<file path="src/rtl/maq_hm.sv">
// maq_hm: minutes/hours stage of the clock.
//
// Keeps HH:MM in BCD, 00:00..23:59. It advances on the rising edge of the minute carry
// from the seconds stage. Two buttons drive a time-set machine: RUN -> SET_H -> SET_M -> RUN.
// Blink enables for the display are derived from a phase counter that runs only while setting.
// A one-cycle day-carry pulse follows the 23:59 -> 00:00 run rollover.
//
// Ports:
//   clk                system clock, rising edge
//   rst                synchronous active-high reset
//   incrementa_minuto  minute carry (level, high while seconds = 59)
//   btn_modo           debounced mode button, asynchronous to clk
//   btn_inc            debounced increment button, asynchronous to clk
//   bcd_m_lsd/msd      minutes units (0..9) / tens (0..5)
//   bcd_h_lsd/msd      hours units (0..9) / tens (0..2)
//   modo               00 RUN, 01 SET_H, 10 SET_M
//   pisca_h/pisca_m    1 = digit group visible (blanked on the low blink phase while edited)
//   incrementa_dia     one-cycle day carry
module maq_hm #(
  parameter int unsigned PISCA_DIV = 25_000_000
) (
  input  logic       clk,
  input  logic       rst,
  input  logic       incrementa_minuto,
  input  logic       btn_modo,
  input  logic       btn_inc,
  output logic [3:0] bcd_m_lsd,
  output logic [2:0] bcd_m_msd,
  output logic [3:0] bcd_h_lsd,
  output logic [1:0] bcd_h_msd,
  output logic [1:0] modo,
  output logic       pisca_h,
  output logic       pisca_m,
  output logic       incrementa_dia
);

  localparam int unsigned CntW = (PISCA_DIV > 1) ? $clog2(PISCA_DIV) : 1;
  localparam logic [CntW-1:0] CntMax = CntW'(PISCA_DIV - 1);

  typedef enum logic [1:0] {
    StRun  = 2'b00,
    StSetH = 2'b01,
    StSetM = 2'b10
  } mode_e;

  mode_e         mode_q, mode_d;
  logic          c_prev_q;
  logic          modo_s1_q, modo_s2_q, modo_prev_q;
  logic          inc_s1_q, inc_s2_q, inc_prev_q;
  logic [3:0]    m_lsd_q, m_lsd_d;
  logic [2:0]    m_msd_q, m_msd_d;
  logic [3:0]    h_lsd_q, h_lsd_d;
  logic [1:0]    h_msd_q, h_msd_d;
  logic          dia_q, dia_d;
  logic [CntW-1:0] cnt_q, cnt_d;
  logic          phase_q, phase_d;
  logic          pisca_h_q, pisca_h_d;
  logic          pisca_m_q, pisca_m_d;

  logic          rise_c, rise_modo, rise_inc;
  logic          m_wrap, h_wrap;
  logic [3:0]    m_lsd_inc, h_lsd_inc;
  logic [2:0]    m_msd_inc;
  logic [1:0]    h_msd_inc;

  // The carry is already synchronous to clk, so it acts on the same edge it rises.
  assign rise_c    = incrementa_minuto & ~c_prev_q;
  assign rise_modo = modo_s2_q & ~modo_prev_q;
  assign rise_inc  = inc_s2_q & ~inc_prev_q;

  // Incremented time values. Minutes wrap 59 -> 00 and hours wrap 23 -> 00.
  always_comb begin
    m_wrap    = (m_lsd_q == 4'd9) && (m_msd_q == 3'd5);
    m_lsd_inc = m_lsd_q + 4'd1;
    m_msd_inc = m_msd_q;
    if (m_lsd_q == 4'd9) begin
      m_lsd_inc = 4'd0;
      m_msd_inc = m_wrap ? 3'd0 : m_msd_q + 3'd1;
    end

    h_wrap    = (h_msd_q == 2'd2) && (h_lsd_q == 4'd3);
    h_lsd_inc = h_lsd_q + 4'd1;
    h_msd_inc = h_msd_q;
    if (h_wrap) begin
      h_lsd_inc = 4'd0;
      h_msd_inc = 2'd0;
    end else if (h_lsd_q == 4'd9) begin
      h_lsd_inc = 4'd0;
      h_msd_inc = h_msd_q + 2'd1;
    end
  end

  // Mode machine and time update.
  always_comb begin
    mode_d  = mode_q;
    m_lsd_d = m_lsd_q;
    m_msd_d = m_msd_q;
    h_lsd_d = h_lsd_q;
    h_msd_d = h_msd_q;
    dia_d   = 1'b0;
    case (mode_q)
      StRun: begin
        // A carry coinciding with a mode press is still counted.
        if (rise_c) begin
          m_lsd_d = m_lsd_inc;
          m_msd_d = m_msd_inc;
          if (m_wrap) begin
            h_lsd_d = h_lsd_inc;
            h_msd_d = h_msd_inc;
            dia_d   = h_wrap;
          end
        end
        if (rise_modo) mode_d = StSetH;
      end
      StSetH: begin
        // Mode wins over a simultaneous increment.
        if (rise_modo) begin
          mode_d = StSetM;
        end else if (rise_inc) begin
          h_lsd_d = h_lsd_inc;
          h_msd_d = h_msd_inc;
        end
      end
      StSetM: begin
        if (rise_modo) begin
          mode_d = StRun;
        end else if (rise_inc) begin
          m_lsd_d = m_lsd_inc;
          m_msd_d = m_msd_inc;
        end
      end
      default: mode_d = StRun;
    endcase
  end

  // Blink phase: restarts visible on every mode change, free-runs only while setting.
  always_comb begin
    cnt_d   = cnt_q;
    phase_d = phase_q;
    if (mode_d != mode_q) begin
      cnt_d   = '0;
      phase_d = 1'b1;
    end else if (mode_q != StRun) begin
      if (cnt_q == CntMax) begin
        cnt_d   = '0;
        phase_d = ~phase_q;
      end else begin
        cnt_d = cnt_q + CntW'(1);
      end
    end else begin
      cnt_d   = '0;
      phase_d = 1'b1;
    end
    pisca_h_d = (mode_d != StSetH) | phase_d;
    pisca_m_d = (mode_d != StSetM) | phase_d;
  end

  always_ff @(posedge clk) begin
    if (rst) begin
      mode_q      <= StRun;
      c_prev_q    <= 1'b0;
      modo_s1_q   <= 1'b0;
      modo_s2_q   <= 1'b0;
      modo_prev_q <= 1'b0;
      inc_s1_q    <= 1'b0;
      inc_s2_q    <= 1'b0;
      inc_prev_q  <= 1'b0;
      m_lsd_q     <= 4'd0;
      m_msd_q     <= 3'd0;
      h_lsd_q     <= 4'd0;
      h_msd_q     <= 2'd0;
      dia_q       <= 1'b0;
      cnt_q       <= '0;
      phase_q     <= 1'b1;
      pisca_h_q   <= 1'b1;
      pisca_m_q   <= 1'b1;
    end else begin
      mode_q      <= mode_d;
      c_prev_q    <= incrementa_minuto;
      modo_s1_q   <= btn_modo;
      modo_s2_q   <= modo_s1_q;
      modo_prev_q <= modo_s2_q;
      inc_s1_q    <= btn_inc;
      inc_s2_q    <= inc_s1_q;
      inc_prev_q  <= inc_s2_q;
      m_lsd_q     <= m_lsd_d;
      m_msd_q     <= m_msd_d;
      h_lsd_q     <= h_lsd_d;
      h_msd_q     <= h_msd_d;
      dia_q       <= dia_d;
      cnt_q       <= cnt_d;
      phase_q     <= phase_d;
      pisca_h_q   <= pisca_h_d;
      pisca_m_q   <= pisca_m_d;
    end
  end

  assign bcd_m_lsd      = m_lsd_q;
  assign bcd_m_msd      = m_msd_q;
  assign bcd_h_lsd      = h_lsd_q;
  assign bcd_h_msd      = h_msd_q;
  assign modo           = mode_q;
  assign pisca_h        = pisca_h_q;
  assign pisca_m        = pisca_m_q;
  assign incrementa_dia = dia_q;

endmodule

</file>
<file path="config.mk">
export PLATFORM = sky130hd
export DESIGN_NAME = maq_hm
export DESIGN_NICKNAME = d
export VERILOG_FILES = /design/src/rtl/maq_hm.sv
export SDC_FILE = /design/constraint.sdc
export NUM_CORES = 1
export LEC_CHECK = 0
export BUFFER_PORTS_ARGS = -buffer_cell sky130_fd_sc_hd__buf_2
export CAP_MARGIN = 20
export CORE_ASPECT_RATIO = 2
export CORE_MARGIN = 1.5
export CORE_UTILIZATION = 52
export CTS_CLUSTER_DIAMETER = 200
export DETAILED_ROUTE_END_ITERATION = 16
export MAX_ROUTING_LAYER = met4
export PLACE_DENSITY = 0.71
export SYNTH_ARGS = -nofsm -noshare
export SYNTH_HDL_FRONTEND = slang
export SYNTH_SLANG_ARGS = --single-unit
export TNS_END_PERCENT = 1
</file>
<file path="constraint.sdc">
create_clock -name clk -period 3.5 [get_ports clk]
set_input_delay 0.35 -clock clk [delete_from_list [all_inputs] [get_ports clk]]
set_output_delay 0.35 -clock clk [all_outputs]
set_load 0.03 [all_outputs]
</file>
=== Yosys cells after proc, flatten, opt, wreduce, memory -nomap -nowiden ===
Index checks and enable logic that the tools add are counted.

* Flip-flop bits (word level): 51
* Input bits: 5
* Output and inout port bits: 18
* Word-level logic and storage cells: 94

* Add/sub/neg operators: 5
* Equality and inequality tests: 17
* Muxes and demuxes: 32
* Bitwise logic cells: 13
* Reductions and logical operators: 10

{| class="wikitable"
|+ Operators by type and width
! operator !! count
|-
| $mux W4 || 10
|-
| $add A25 B1 Y25 const B || 1
|-
| $eq A25 B25 Y1 const B || 1
|-
| $mux W2 || 9
|-
| $pmux W4 S2 || 2
|-
| $mux W3 || 5
|-
| $ne A2 B2 Y1 const B || 7
|-
| $add A4 B1 Y4 const B || 2
|-
| $eq A4 B4 Y1 const B || 2
|-
| $not A1 Y1 || 8
|-
| $reduce_or A4 Y1 || 2
|-
| $pmux W2 S3 || 1
|-
| $pmux W3 S2 || 1
|-
| $reduce_bool A2 Y1 || 3
|-
| $reduce_and A5 Y1 || 1
|-
| $eq A2 B2 Y1 const B || 2
|-
| $eq A4 B2 Y1 const B || 1
|-
| $pmux W2 S2 || 1
|-
| $reduce_and A4 Y1 || 1
|-
| $add A3 B1 Y3 const B || 1
|-
| $and A1 B1 Y1 || 3
|-
| $eq A3 B3 Y1 const B || 1
|-
| $mux W1 || 3
|-
| $add A2 B1 Y2 const B || 1
|-
| 6 further kinds || 8
|}

=== Longest topological paths before layout ===
* Word-level depth: 7
* Mapped depth: 7
* Mapped depth without buffers: 6

=== Worst setup path after synthesis ===
No wires, ideal clock.

* Path kind: reg2reg
* Start point: register cnt_q[0]
* End point: register cnt_q[22]
* Setup time: 0.079 ns
* Arrival time: 1.867 ns
* Required time: 3.421 ns
* Path slack: 1.554 ns
* Stages on the path, launching flop included: 7
* Path buffers: 1
* Clock period less this slack: 1.946 ns
* Path through: dfxtp_1 ha_1 nand2_1 or4_4 buf_6 or4_4 a211oi_2

* Word-level cells in the longest chain between the ends: 2
* Elaborated cells between the ends (all ways): 3
* Those cells by class: add/sub (1); eq/ne (1); reduce/logical (1)

{| class="wikitable"
|+ Ends and longest elaborated chain
! item !! line !! RTL
|-
| start: declaration || 55 || <nowiki>logic [CntW-1:0] cnt_q, cnt_d;</nowiki>
|-
| start signal: assignment || 191 || <nowiki>cnt_q <= cnt_d;</nowiki>
|-
| parallel branches: the longest is 2 deep, another holds $add A25 B1 Y25 || -- ||
|}

Several ways; the timed one is not identified.
A chain may end at the register's enable or synchronous reset.

=== Final worst setup path ===
* Start point: register cnt_q[8]
* End point: register phase_q

* Word-level cells in the longest chain between the ends: 4

{| class="wikitable"
|+ Ends and longest elaborated chain
! item !! line !! RTL
|-
| $eq A25 B25 Y1 || 144 || <nowiki>if (cnt_q == CntMax) begin</nowiki>
|-
| $mux W1 || 144 ||
|-
| $mux W1 || 143 || <nowiki>end else if (mode_q != StRun) begin</nowiki>
|-
| $mux W1 || 140 || <nowiki>if (mode_d != mode_q) begin</nowiki>
|-
| end signal: assignment || 192 || <nowiki>phase_q <= phase_d;</nowiki>
|-
| end: declaration || 56 || <nowiki>logic phase_q, phase_d;</nowiki>
|}

No other way between the ends.

==> run metrics <==
outcome finished clean; Max Slew Vio Count 0; CTS tree done; grt total ovfl 0; final worst path period share 0.635; switching power ~240 uW; die width ~52 um; first-pass GRT wire length 8710 um; Synth top area share 0.417; Startpoint Class flip-flop; fmax 0.450 GHz; DRT Pass-1 Iters 4; top post-synthesis cells by count dfxtp_1 (51), nor3_1 (18), nand2_1 (16), o21ai_0 (15); Detail Placement HPWL between 3000 and 4000 um; Core Area 4550 um^2; Post-DRT Antenna Nets 0; worst slew pin tran approximately 0.7 ns; total length of routed wires 5180 um; RSZ-0062 raised after global routing false; Worst-path clk slew ~0.090 ns; Hold Crit Depth 2; sequential group share of total power 0.605; Synth cell types 52; asr flop ratio synth 0; post-CTS setup buffers 0; largest net degree at the start of global routing 28; post-route setup TNS 0 ns; initial antenna violation count 0; clock skew 0.0161 ns; synthesized flop and latch total between 50 and 60; Post-synth EDFFs 0; Via density 6.03; Layout area overhead 9.09%; syn avg cell area approximately 9 um^2; clock share of power 0.346; cts repair resizes 0; Mapped Cells 273; Tightest Hold Check Type in -> reg; crit-path max FO 17; CTS sink count a little over 50; Synth area leaders dfxtp_1 (42%), nor3_1 (3.7%), a211oi_1 (3.4%); max cap viols 0; routed length per placed instance about 15 um; final hold vios 0; clk root buf clkbuf_8; # diodes 0; critical path's slowest cell and4b_1; dominant synthesized flop cell dfxtp_1; vias in the first global route approximately 2000; YS warnings 0; number of nets in the layout ~300; Worst slew margin 0.531; CP Data Required Time between 3 and 4 ns; Synth area leader dfxtp_1; DIE AREA 5160 um^2; Worst-Skew Late Latency 0.31 ns; crit-path cells or4b_1, nor4_1, and4b_1, buf_4, mux2i_1; r2r worst-path depth 5; WP buf/inv 1; Top delay family on crit path simple AND/OR/NAND/NOR gates; crit path DAT 2.46 ns; Cells after DPL between 300 and 400; Clock Tree Buf Depth 2; Inserted Clock Buffers 5; Comb pwr share 0.049; H-Tree Depth 2; post-cts hold buffer count 0; overall routing resource usage 0.225; final setup vio count 0; leading cell type by number of instances after synthesis dfxtp_1; Pwr per Cell Area around 370 nW/um^2; Residual DRC 0; DIE HEIGHT 100 um; reg-to-reg slack, setup 1.28 ns; Row Count 35; First DRT Iteration DRCs 33; register area share after synthesis 0.417; CP Capture Type flip-flop; final critical-path required period 2.22 ns; Synth Net Count ~280; Int Pwr 742 uW; maximum VDD drop roughly 0.00038 V; I/O Buffers 22; Final GP Congestion a little over 0.9; Worst path depth 5; initial core utilization 0.538; Ports 23; share of cells above drive strength 1 0.160; mapped cell area approximately 2500 um^2; critical path type reg -> reg; Net Sw Frac 0.244; Post-Layout Cell Count 348; LEAKAGE ~0.00088 uW; Vias ~2100; CP peak stage delay 0.69 ns
-- registers in the layout, summed over array words and instances, names as in the netlist, 2 cells and up --
signal     count
bcd_h_lsd      4
bcd_h_msd      2
bcd_m_lsd      4
bcd_m_msd      3
cnt_q         25
modo           2
-- worst paths after layout --
path                               start        to
worst max register to register  cnt_q[8]   phase_q
worst min-delay path             btn_inc  inc_s1_q
worst min register to register  inc_s1_q  inc_s2_q
worst max-delay path            cnt_q[8]   phase_q
-- metrics by stage --
step / power, uW / cell area (um^2) / hold slack (ns) / setup WS (ns) / util
CTS: 986 / 2670 / 0.249 / 1.27 / 0.587
finish: 982 / 2670 / 0.254 / 1.28 / 0.587
global route: 1020 / 2670 / 0.253 / 1.11 / 0.587
global placement: 654 / 2580 / 0.418 / 1.32 / 0.568
floorplan: 641 / 2450 / 0.414 / 1.55 / -
detailed placement: 655 / 2580 / 0.426 / 1.27 / 0.568
-- cell families (layout without fill, tap and decap cells) --
family / count (synthesis) / in the layout / synth area share
adder cells (fa/ha/maj): 5 / 5 / 0.0255
AO/OA/AOI/OAI: 56 / 56 / 0.155
XOR/XNOR: 13 / 13 / 0.0465
multiplexers: 5 / 5 / 0.0209
flip-flops: 51 / 51 / 0.417
AND/OR/NAND/NOR: 119 / 119 / 0.291
buffers and inverters: 24 / 44 / 0.0444
-- power by group through the flow --
stage	clock (uW)	combinational, uW	sequential (uW)
2_1_floorplan	0	29.9	612
3_3_place_gp	0	47.1	607
3_5_place_dp	0	47.7	607
4_1_cts	344	48.0	594
5_1_grt	370	52.1	596
6_report	340	47.7	594
-- cells in the final DEF, fill, tap and decap left out, drive strengths merged, types with 5 or more instances in the layout --
| cell type | count |
|---|---|
| nor2 | 9 |
| a21oi | 9 |
| and3 | 5 |
| or4 | 8 |
| ha | 5 |
| nor3 | 18 |
| nor2b | 12 |
| nand4 | 13 |
| nand2 | 16 |
| dfxtp | 51 |
| buf | 25 |
| a31o | 5 |
| a211oi | 12 |
| clkbuf | 5 |
| inv | 11 |
| xnor2 | 9 |
| or3 | 7 |
| nand3 | 9 |
| o21ai | 15 |
-- layer usage --
metal | global-route usage | part of all wire | up-vias
met2 | 0.403 | 0.56 | 35
met1 | 0.233 | 0.38 | 1003
met5 | - | 0 | -
li1 | - | - | 1049
met3 | 0.0387 | 0.028 | 12
met4 | 0.0992 | 0.029 | 0
-- final cells by class --
| type | instances | area, um^2 |
|---|---|---|
| tap | 55 | 68.8 |
| fill | 439 | 1880 |
| clock buffer | 5 | 68.8 |
| multi-input combinational | 198 | 1320 |
| clock inverter | 3 | 20.0 |
| timing repair buffer | 25 | 133 |
| sequential | 51 | 1020 |
| inverter | 11 | 41.3 |
No activity file was read; power rests on OpenSTA's default activity.
